### config.mk
export PLATFORM = sky130hd
export DESIGN_NAME = seq_core_flat
export DESIGN_NICKNAME = d
export VERILOG_FILES = /design/src/rtl/seq_core_pkg.sv /design/src/rtl/seq_core_if.sv /design/src/rtl/seq_core_alu.sv /design/src/rtl/seq_core.sv /design/src/flat_wrapper.sv
export SDC_FILE = /design/constraint.sdc
export NUM_CORES = 1
export LEC_CHECK = 0
export ABC_AREA = 1
export CELL_PAD_IN_SITES_DETAIL_PLACEMENT = 1
export CELL_PAD_IN_SITES_GLOBAL_PLACEMENT = 2
export CORE_MARGIN = 3
export CORE_UTILIZATION = 35
export CTS_BUF_LIST = sky130_fd_sc_hd__clkbuf_4 sky130_fd_sc_hd__clkbuf_8
export DETAILED_ROUTE_END_ITERATION = 16
export PLACE_DENSITY_LB_ADDON = 0.1
export SLEW_MARGIN = 10
export SYNTH_ARGS = -nofsm -noshare
export SYNTH_HDL_FRONTEND = slang
export SYNTH_SLANG_ARGS = --single-unit
### constraint.sdc
create_clock -name CLK -period 12.1 [get_ports CLK]
set_input_delay 2.42 -clock CLK [delete_from_list [all_inputs] [get_ports CLK]]
set_output_delay 2.42 -clock CLK [all_outputs]
set_load 0.01 [all_outputs]
### src/rtl/seq_core_pkg.sv
// Shared types and instruction-field helpers for the seq_core multicycle processor.
// Exports: op_e (opcodes), state_e (sequencer states), field width/offset helpers.
package seq_core_pkg;

   localparam int unsigned OP_W  = 3;
   localparam int unsigned B_LSB = 0;

   typedef enum logic [2:0] {
      OP_ADD = 3'b000,
      OP_ADC = 3'b001,
      OP_SUB = 3'b010,
      OP_AND = 3'b011,
      OP_SHL = 3'b100,
      OP_LD  = 3'b101,
      OP_ST  = 3'b110,
      OP_BRZ = 3'b111
   } op_e;

   typedef enum logic [2:0] {
      S_IDLE   = 3'd0,
      S_FETCH  = 3'd1,
      S_EXEC   = 3'd2,
      S_MEM    = 3'd3,
      S_HALTED = 3'd4
   } state_e;

   // Instruction word is {op, a, b}; the register-address width sets the layout.
   function automatic int unsigned instr_width(input int unsigned ra_w);
      return OP_W + 2 * ra_w;
   endfunction

   function automatic int unsigned op_lsb(input int unsigned ra_w);
      return 2 * ra_w;
   endfunction

   function automatic int unsigned a_lsb(input int unsigned ra_w);
      return ra_w;
   endfunction

endpackage

### src/rtl/seq_core_if.sv
// Instruction and data memory req/ack handshake bundle for seq_core.
// master: the core (drives req/addr/we/wdata); slave: the memories (drive ack/data).
interface seq_core_if #(
   parameter int unsigned PCW = 10,
   parameter int unsigned IW  = 9,
   parameter int unsigned DW  = 8
) ();

   logic           imem_req;
   logic [PCW-1:0] imem_addr;
   logic           imem_ack;
   logic [IW-1:0]  imem_data;

   logic           dmem_req;
   logic           dmem_we;
   logic [DW-1:0]  dmem_addr;
   logic [DW-1:0]  dmem_wdata;
   logic           dmem_ack;
   logic [DW-1:0]  dmem_rdata;

   modport master (
      output imem_req, imem_addr,
      input  imem_ack, imem_data,
      output dmem_req, dmem_we, dmem_addr, dmem_wdata,
      input  dmem_ack, dmem_rdata
   );

   modport slave (
      input  imem_req, imem_addr,
      output imem_ack, imem_data,
      input  dmem_req, dmem_we, dmem_addr, dmem_wdata,
      output dmem_ack, dmem_rdata
   );

endinterface

### src/rtl/seq_core_alu.sv
// Combinational ALU for seq_core.
// Ports: a/b operands, cin carry in, op opcode -> y result, cout carry out, zero (y == 0).
// Opcodes without an ALU function pass a through, so zero doubles as the BRZ test on r[a].
module seq_core_alu
   import seq_core_pkg::*;
#(
   parameter int unsigned DW = 8
) (
   input  logic [DW-1:0] a,
   input  logic [DW-1:0] b,
   input  logic          cin,
   input  op_e           op,
   output logic [DW-1:0] y,
   output logic          cout,
   output logic          zero
);

   logic [DW:0] ext;

   // Result and carry select; carry holds unless the opcode defines it.
   always_comb begin
      ext  = {1'b0, a};
      y    = a;
      cout = cin;
      case (op)
         OP_ADD: begin
            ext  = {1'b0, a} + {1'b0, b};
            y    = ext[DW-1:0];
            cout = ext[DW];
         end
         OP_ADC: begin
            ext  = {1'b0, a} + {1'b0, b} + (DW+1)'(cin);
            y    = ext[DW-1:0];
            cout = ext[DW];
         end
         OP_SUB: begin
            // Top bit of the widened difference is the borrow.
            ext  = {1'b0, a} - {1'b0, b};
            y    = ext[DW-1:0];
            cout = ext[DW];
         end
         OP_AND: y = a & b;
         OP_SHL: begin
            y    = {a[DW-2:0], cin};
            cout = a[DW-1];
         end
         default: ;
      endcase
   end

   assign zero = (y == '0);

endmodule

### src/rtl/seq_core.sv
// seq_core: parametrised multicycle processor with FSM sequencer.
// Ports: CLK, reset_n (async active-low), start (run request in IDLE/HALTED),
//        halt (high in HALTED), cycle_ct / instr_ct (saturating counters),
//        mem (seq_core_if master: instruction and data memory handshakes).
module seq_core
   import seq_core_pkg::*;
#(
   parameter int unsigned DW   = 8,
   parameter int unsigned NREG = 8,
   parameter int unsigned PCW  = 10,
   parameter int unsigned CTW  = 16
) (
   input  logic           CLK,
   input  logic           reset_n,
   input  logic           start,
   output logic           halt,
   output logic [CTW-1:0] cycle_ct,
   output logic [CTW-1:0] instr_ct,
   seq_core_if.master     mem
);

   localparam int unsigned RA_W   = $clog2(NREG);
   localparam int unsigned IW     = instr_width(RA_W);
   localparam int unsigned OP_LSB = op_lsb(RA_W);
   localparam int unsigned A_LSB  = a_lsb(RA_W);

   state_e          state_q, state_d;
   logic [PCW-1:0]  pc_q, pc_d;
   logic [IW-1:0]   ir_q;
   logic            c_q, c_d;
   logic [DW-1:0]   rf_q [NREG];

   logic            imem_req_q;
   logic            dmem_req_q;
   logic            dmem_we_q;
   logic [DW-1:0]   dmem_addr_q;
   logic [DW-1:0]   dmem_wdata_q;

   logic            start_go, retire, ir_ld, mem_go, wr_en;
   logic [DW-1:0]   wr_data;

   op_e             op;
   logic [RA_W-1:0] fa, fb;
   logic [DW-1:0]   ra_val, rb_val;
   logic [DW-1:0]   alu_y;
   logic            alu_cout, alu_zero;
   logic [PCW-1:0]  pc_inc, br_target;
   logic            running;

   // Instruction field decode from the latched IR.
   assign op        = op_e'(ir_q[OP_LSB +: OP_W]);
   assign fa        = ir_q[A_LSB +: RA_W];
   assign fb        = ir_q[B_LSB +: RA_W];
   assign ra_val    = rf_q[fa];
   assign rb_val    = rf_q[fb];
   assign pc_inc    = pc_q + PCW'(1);
   assign br_target = pc_q + {{(PCW-RA_W){fb[RA_W-1]}}, fb};
   assign running   = (state_q == S_FETCH) || (state_q == S_EXEC) || (state_q == S_MEM);

   seq_core_alu #(.DW(DW)) u_alu (
      .a    (ra_val),
      .b    (rb_val),
      .cin  (c_q),
      .op   (op),
      .y    (alu_y),
      .cout (alu_cout),
      .zero (alu_zero)
   );

   // Sequencer state register.
   always_ff @(posedge CLK or negedge reset_n) begin
      if (!reset_n) state_q <= S_IDLE;
      else          state_q <= state_d;
   end

   // Next state plus architectural update strobes.
   always_comb begin
      state_d  = state_q;
      pc_d     = pc_q;
      c_d      = c_q;
      start_go = 1'b0;
      retire   = 1'b0;
      ir_ld    = 1'b0;
      mem_go   = 1'b0;
      wr_en    = 1'b0;
      wr_data  = alu_y;
      case (state_q)
         S_IDLE, S_HALTED: begin
            if (start) begin
               state_d  = S_FETCH;
               start_go = 1'b1;
               pc_d     = '0;
               c_d      = 1'b0;
            end
         end
         S_FETCH: begin
            if (mem.imem_ack) begin
               ir_ld   = 1'b1;
               state_d = S_EXEC;
            end
         end
         S_EXEC: begin
            if (op == OP_LD || op == OP_ST) begin
               mem_go  = 1'b1;
               state_d = S_MEM;
            end else if (op == OP_BRZ) begin
               retire = 1'b1;
               if (fb == '0) begin
                  state_d = S_HALTED;
               end else begin
                  state_d = S_FETCH;
                  pc_d    = alu_zero ? br_target : pc_inc;
               end
            end else begin
               retire  = 1'b1;
               wr_en   = 1'b1;
               c_d     = alu_cout;
               pc_d    = pc_inc;
               state_d = S_FETCH;
            end
         end
         S_MEM: begin
            if (mem.dmem_ack) begin
               retire  = 1'b1;
               pc_d    = pc_inc;
               state_d = S_FETCH;
               if (op == OP_LD) begin
                  wr_en   = 1'b1;
                  wr_data = mem.dmem_rdata;
               end
            end
         end
         default: state_d = S_IDLE;
      endcase
   end

   // PC, carry, IR and register file.
   always_ff @(posedge CLK or negedge reset_n) begin
      if (!reset_n) begin
         pc_q <= '0;
         c_q  <= 1'b0;
         ir_q <= '0;
         for (int i = 0; i < int'(NREG); i++) rf_q[i] <= '0;
      end else begin
         pc_q <= pc_d;
         c_q  <= c_d;
         if (ir_ld) ir_q <= mem.imem_data;
         if (wr_en) rf_q[fa] <= wr_data;
      end
   end

   // Registered handshake outputs; request levels track the state being entered.
   always_ff @(posedge CLK or negedge reset_n) begin
      if (!reset_n) begin
         imem_req_q   <= 1'b0;
         dmem_req_q   <= 1'b0;
         dmem_we_q    <= 1'b0;
         dmem_addr_q  <= '0;
         dmem_wdata_q <= '0;
         halt         <= 1'b0;
      end else begin
         imem_req_q <= (state_d == S_FETCH);
         dmem_req_q <= (state_d == S_MEM);
         halt       <= (state_d == S_HALTED);
         if (mem_go) begin
            dmem_we_q    <= (op == OP_ST);
            dmem_addr_q  <= rb_val;
            dmem_wdata_q <= ra_val;
         end
      end
   end

   // Saturating cycle and retired-instruction counters, cleared by an accepted start.
   always_ff @(posedge CLK or negedge reset_n) begin
      if (!reset_n) begin
         cycle_ct <= '0;
         instr_ct <= '0;
      end else if (start_go) begin
         cycle_ct <= '0;
         instr_ct <= '0;
      end else begin
         if (running && cycle_ct != '1) cycle_ct <= cycle_ct + CTW'(1);
         if (retire && instr_ct != '1)  instr_ct <= instr_ct + CTW'(1);
      end
   end

   assign mem.imem_req   = imem_req_q;
   assign mem.imem_addr  = pc_q;
   assign mem.dmem_req   = dmem_req_q;
   assign mem.dmem_we    = dmem_we_q;
   assign mem.dmem_addr  = dmem_addr_q;
   assign mem.dmem_wdata = dmem_wdata_q;

endmodule

### src/flat_wrapper.sv
// flat-port wrapper written by rule: the top's interface ports become plain ports
module seq_core_flat import seq_core_pkg::*;
#(
   parameter int unsigned DW   = 8,
   parameter int unsigned NREG = 8,
   parameter int unsigned PCW  = 10,
   parameter int unsigned CTW  = 16
)
  (CLK, reset_n, start, halt, cycle_ct, instr_ct, mem_imem_req, mem_imem_addr, mem_imem_ack, mem_imem_data, mem_dmem_req, mem_dmem_we, mem_dmem_addr, mem_dmem_wdata, mem_dmem_ack, mem_dmem_rdata);
  seq_core_if #(.PCW(PCW), .IW((9)), .DW(DW)) mem_i ();
  input  logic CLK;
  input  logic reset_n;
  input  logic start;
  output logic halt;
  output logic [CTW-1:0] cycle_ct;
  output logic [CTW-1:0] instr_ct;
  output wire logic [$bits(mem_i.imem_req)-1:0] mem_imem_req;
  output wire logic [$bits(mem_i.imem_addr)-1:0] mem_imem_addr;
  input wire logic [$bits(mem_i.imem_ack)-1:0] mem_imem_ack;
  input wire logic [$bits(mem_i.imem_data)-1:0] mem_imem_data;
  output wire logic [$bits(mem_i.dmem_req)-1:0] mem_dmem_req;
  output wire logic [$bits(mem_i.dmem_we)-1:0] mem_dmem_we;
  output wire logic [$bits(mem_i.dmem_addr)-1:0] mem_dmem_addr;
  output wire logic [$bits(mem_i.dmem_wdata)-1:0] mem_dmem_wdata;
  input wire logic [$bits(mem_i.dmem_ack)-1:0] mem_dmem_ack;
  input wire logic [$bits(mem_i.dmem_rdata)-1:0] mem_dmem_rdata;
  assign mem_imem_req = mem_i.imem_req;
  assign mem_imem_addr = mem_i.imem_addr;
  assign mem_i.imem_ack = mem_imem_ack;
  assign mem_i.imem_data = mem_imem_data;
  assign mem_dmem_req = mem_i.dmem_req;
  assign mem_dmem_we = mem_i.dmem_we;
  assign mem_dmem_addr = mem_i.dmem_addr;
  assign mem_dmem_wdata = mem_i.dmem_wdata;
  assign mem_i.dmem_ack = mem_dmem_ack;
  assign mem_i.dmem_rdata = mem_dmem_rdata;
  seq_core #(.DW(DW), .NREG(NREG), .PCW(PCW), .CTW(CTW)) u_core (.CLK(CLK), .reset_n(reset_n), .start(start), .halt(halt), .cycle_ct(cycle_ct), .instr_ct(instr_ct), .mem(mem_i));
endmodule
==> impl_metrics.toml <==
[synthesis]
synth-simple-area-share_pct = 28.3
async_flop_share_pct = 100
yosysWarnings = 0
syn_avg_cell_area_um2 = 6.85
ys_ff_latch = 139
netlist_area_um2 = 9280
synth_top_family_by_area = "simple AND/OR/NAND/NOR gates"
synth_edf_count = 0
synth.area.mux_share_pct = 0.108
synth_xor_area_share_pct = 1.23
synth_cells = 1354
synth_ff_type = "dfrtp_1"
syn_nets = 1409
synth.distinct_cells = 54
synth_adder_area_share_pct = 4.69
synth_compound_area_share_pct = 17.7
yosysSeqAreaShare_pct = 37.5

[global_route]
grt_pass1_wl_um = 52400
grt_pass1_vias = 9343
grt_util_all_layers_pct = 23.2
antenna_found_initial = 0
overflow = 0
grt_max_degree = 75

[worst_setup_path]
cp.required_ps = 12470
crit_top_cell = "inv_1"
max_stage_delay_ps = 960
crit_fanout = 33
slowest_stage = "dfrtp_1"
arrival_ps = 5770
cp-end-kind = "flop"
critical_path_class = "flop to flop"
start_kind = "flop"

[sta]
max_freq_ghz = 0.185
slew_headroom_pct = 21.3
worst_slew_pin_slew_ps = 1170
clock_skew_ps = 22.7
final_max_slew_viol_count = 0
setup_tns_ps = 0
fin_crit_ps = 5410
setup_viol = 0
finalHoldViolCount = 0
rsz0062_at_grt = "false"
fin_crit_sh_pct = 44.7

[place]
dp.cells = 1731
gp_congestion = 0.842
portBuffers = 83
dp_hpwl_um = 24000

[clock_network]
cts_hold_buf = 0
post_cts_buffers = 0
cts_resized = 0
clock_latency_ps = 470
htree_levels = 4
ctsRootBufferMaster = "clkbuf_8"
cts_made_buffers = 17
cts_tree = "built"
clk_pin_slew_ps = 100
clockBufferDepth = 2
clock-sinks = 139

[detailed_routing]
vias = 9129
ant_nets = 0
drc_errors = 0
wire_per_inst_um = 18.5
via_per_inst = 5.18
wl_um = 32600
firstDrtPassIters = 4
drt_iter0_markers = 488

[floorplanning]
die_x_um = 169
die_height_um = 169
core_um2 = 25600
start_util_pct = 36.2
std_cell_rows = 58
io_pins = 84
dieArea_um2 = 28500

[power_and_ir_drop]
powerDensity_nw_per_um2 = 305
p_leak_uw = 0.00507
peakVddDrop_mv = 0.183

[cells_and_area]
layout.cells.non_filler = 1763
layout_commonest_cell = "nand2_1"
nets = 1475
drive_gt1_share_pct = 6.42
diodes = 0
syn_to_final_growth_pct = 15.5
layout_common_cells = "nand2_1, inv_1, o21ai_0, dfrtp_1, nor2_1"

[job]
drv_cap = 0

[run_status]
outcome = "finished, final reports clean"

[hold_path]
worstHoldPathType = "flop to flop"
==> synth_stat cells, drive strengths merged (7+ instances only) <==
| master | count | area (um2) |
|---|---|---|
| a21oi | 84 | 447 |
| xor2 | 10 | 87.6 |
| nand2 | 412 | 1580 |
| ha | 30 | 375 |
| nor2 | 99 | 399 |
| nand3 | 68 | 355 |
| dfrtp | 139 | 3480 |
| nand4 | 16 | 100 |
| buf | 21 | 160 |
| nor3 | 21 | 115 |
| a31oi | 7 | 43.8 |
| o21ai | 184 | 925 |
| inv | 191 | 719 |
| clkbuf | 24 | 90.1 |
==> worst paths after layout <==
kind,end,start,slack [ps],depth (start not counted)
max reg2reg,u_core.mem.imem_addr[0],u_core.ir_q[0],6690,25
max in group asynchronous,u_core.rf_q[15],reset_n,8700,2
max,u_core.mem.imem_addr[0],u_core.ir_q[0],6690,25
min,u_core.mem.dmem_addr[0],u_core.mem.dmem_addr[0],490,2
min in group asynchronous,u_core.rf_q[50],reset_n,1990,1
min reg2reg,u_core.mem.dmem_addr[0],u_core.mem.dmem_addr[0],490,2
==> metrics by stage <==
step                      instance area, um2  setup slack (ps)  total power (uW)  util, %  hold slack [ps]
final                                  10700              6690              3270     41.8              488
after global routing                   10700              6190              3600     41.8              515
after CTS                              10700              6740              3290     41.8              498
after detailed placement               10300              6720              2880     40.4              472
after global placement                 10300              6960              2840     40.4              463
after floorplan                         9280              8160              2200        -              453
==> state kept, by name (all words and copies together) (netlist names), 3 cells and up <==
name	flops
u_core.mem.dmem_addr	8
u_core.mem.imem_addr	10
u_core.rf_q	64
u_core.mem.dmem_wdata	8
u_core.ir_q	9
u_core.instr_ct	16
u_core.cycle_ct	16
u_core.state_q	3
==> worst max-delay path, delay by kind of cell, from the launching register on <==
kind            cells  cell delay (ps)
simple gates       11             1480
compound gates      6             1100
buf+inv             6             1080
flops               1              960
fa+ha+maj           2              670
==> report_power, final <==
group / switching, uW / leakage (uW) / internal [uW] / total (uW)
Combinational: 1470 / 0.00312 / 666 / 2130
Sequential: 144 / 0.00176 / 608 / 752
Clock: 231 / 0.000191 / 154 / 385
Total: 1840 / 0.00507 / 1430 / 3270
==> routing by layer <==
metal / vias up / track usage, % / share of wire, % / wire length (um)
met1: 4486 / 33.0 / 49 / 16100
met3: 21 / 2.50 / 2.4 / 796
li1: 4506 / - / - / -
met4: 0 / 4.16 / 0.75 / 244
met2: 116 / 38.6 / 48 / 15500
met5: - / 0 / 0 / 0
==> logic make-up (layout without fill, tap and decap cells) <==
group                      Yosys count  in the layout
buffers and inverters              238            317
AOI/OAI and AO/OA                  303            303
xor gates and xnor gates            13             13
and+or+nand+nor                    627            627
DFF                                139            139
muxes                                1              1
adders and majority gates           33             33
==> final cells by class <==
cell class / instances / area [um2]
Clock inverter: 15 / 145
Fill cell: 3305 / 14900
Sequential cell: 139 / 3480
Inverter: 193 / 727
Tap cell: 330 / 413
Clock buffer: 17 / 234
Multi-Input combinational cell: 977 / 4820
Timing Repair Buffer: 92 / 900
Power figures use the tool's default switching activity.
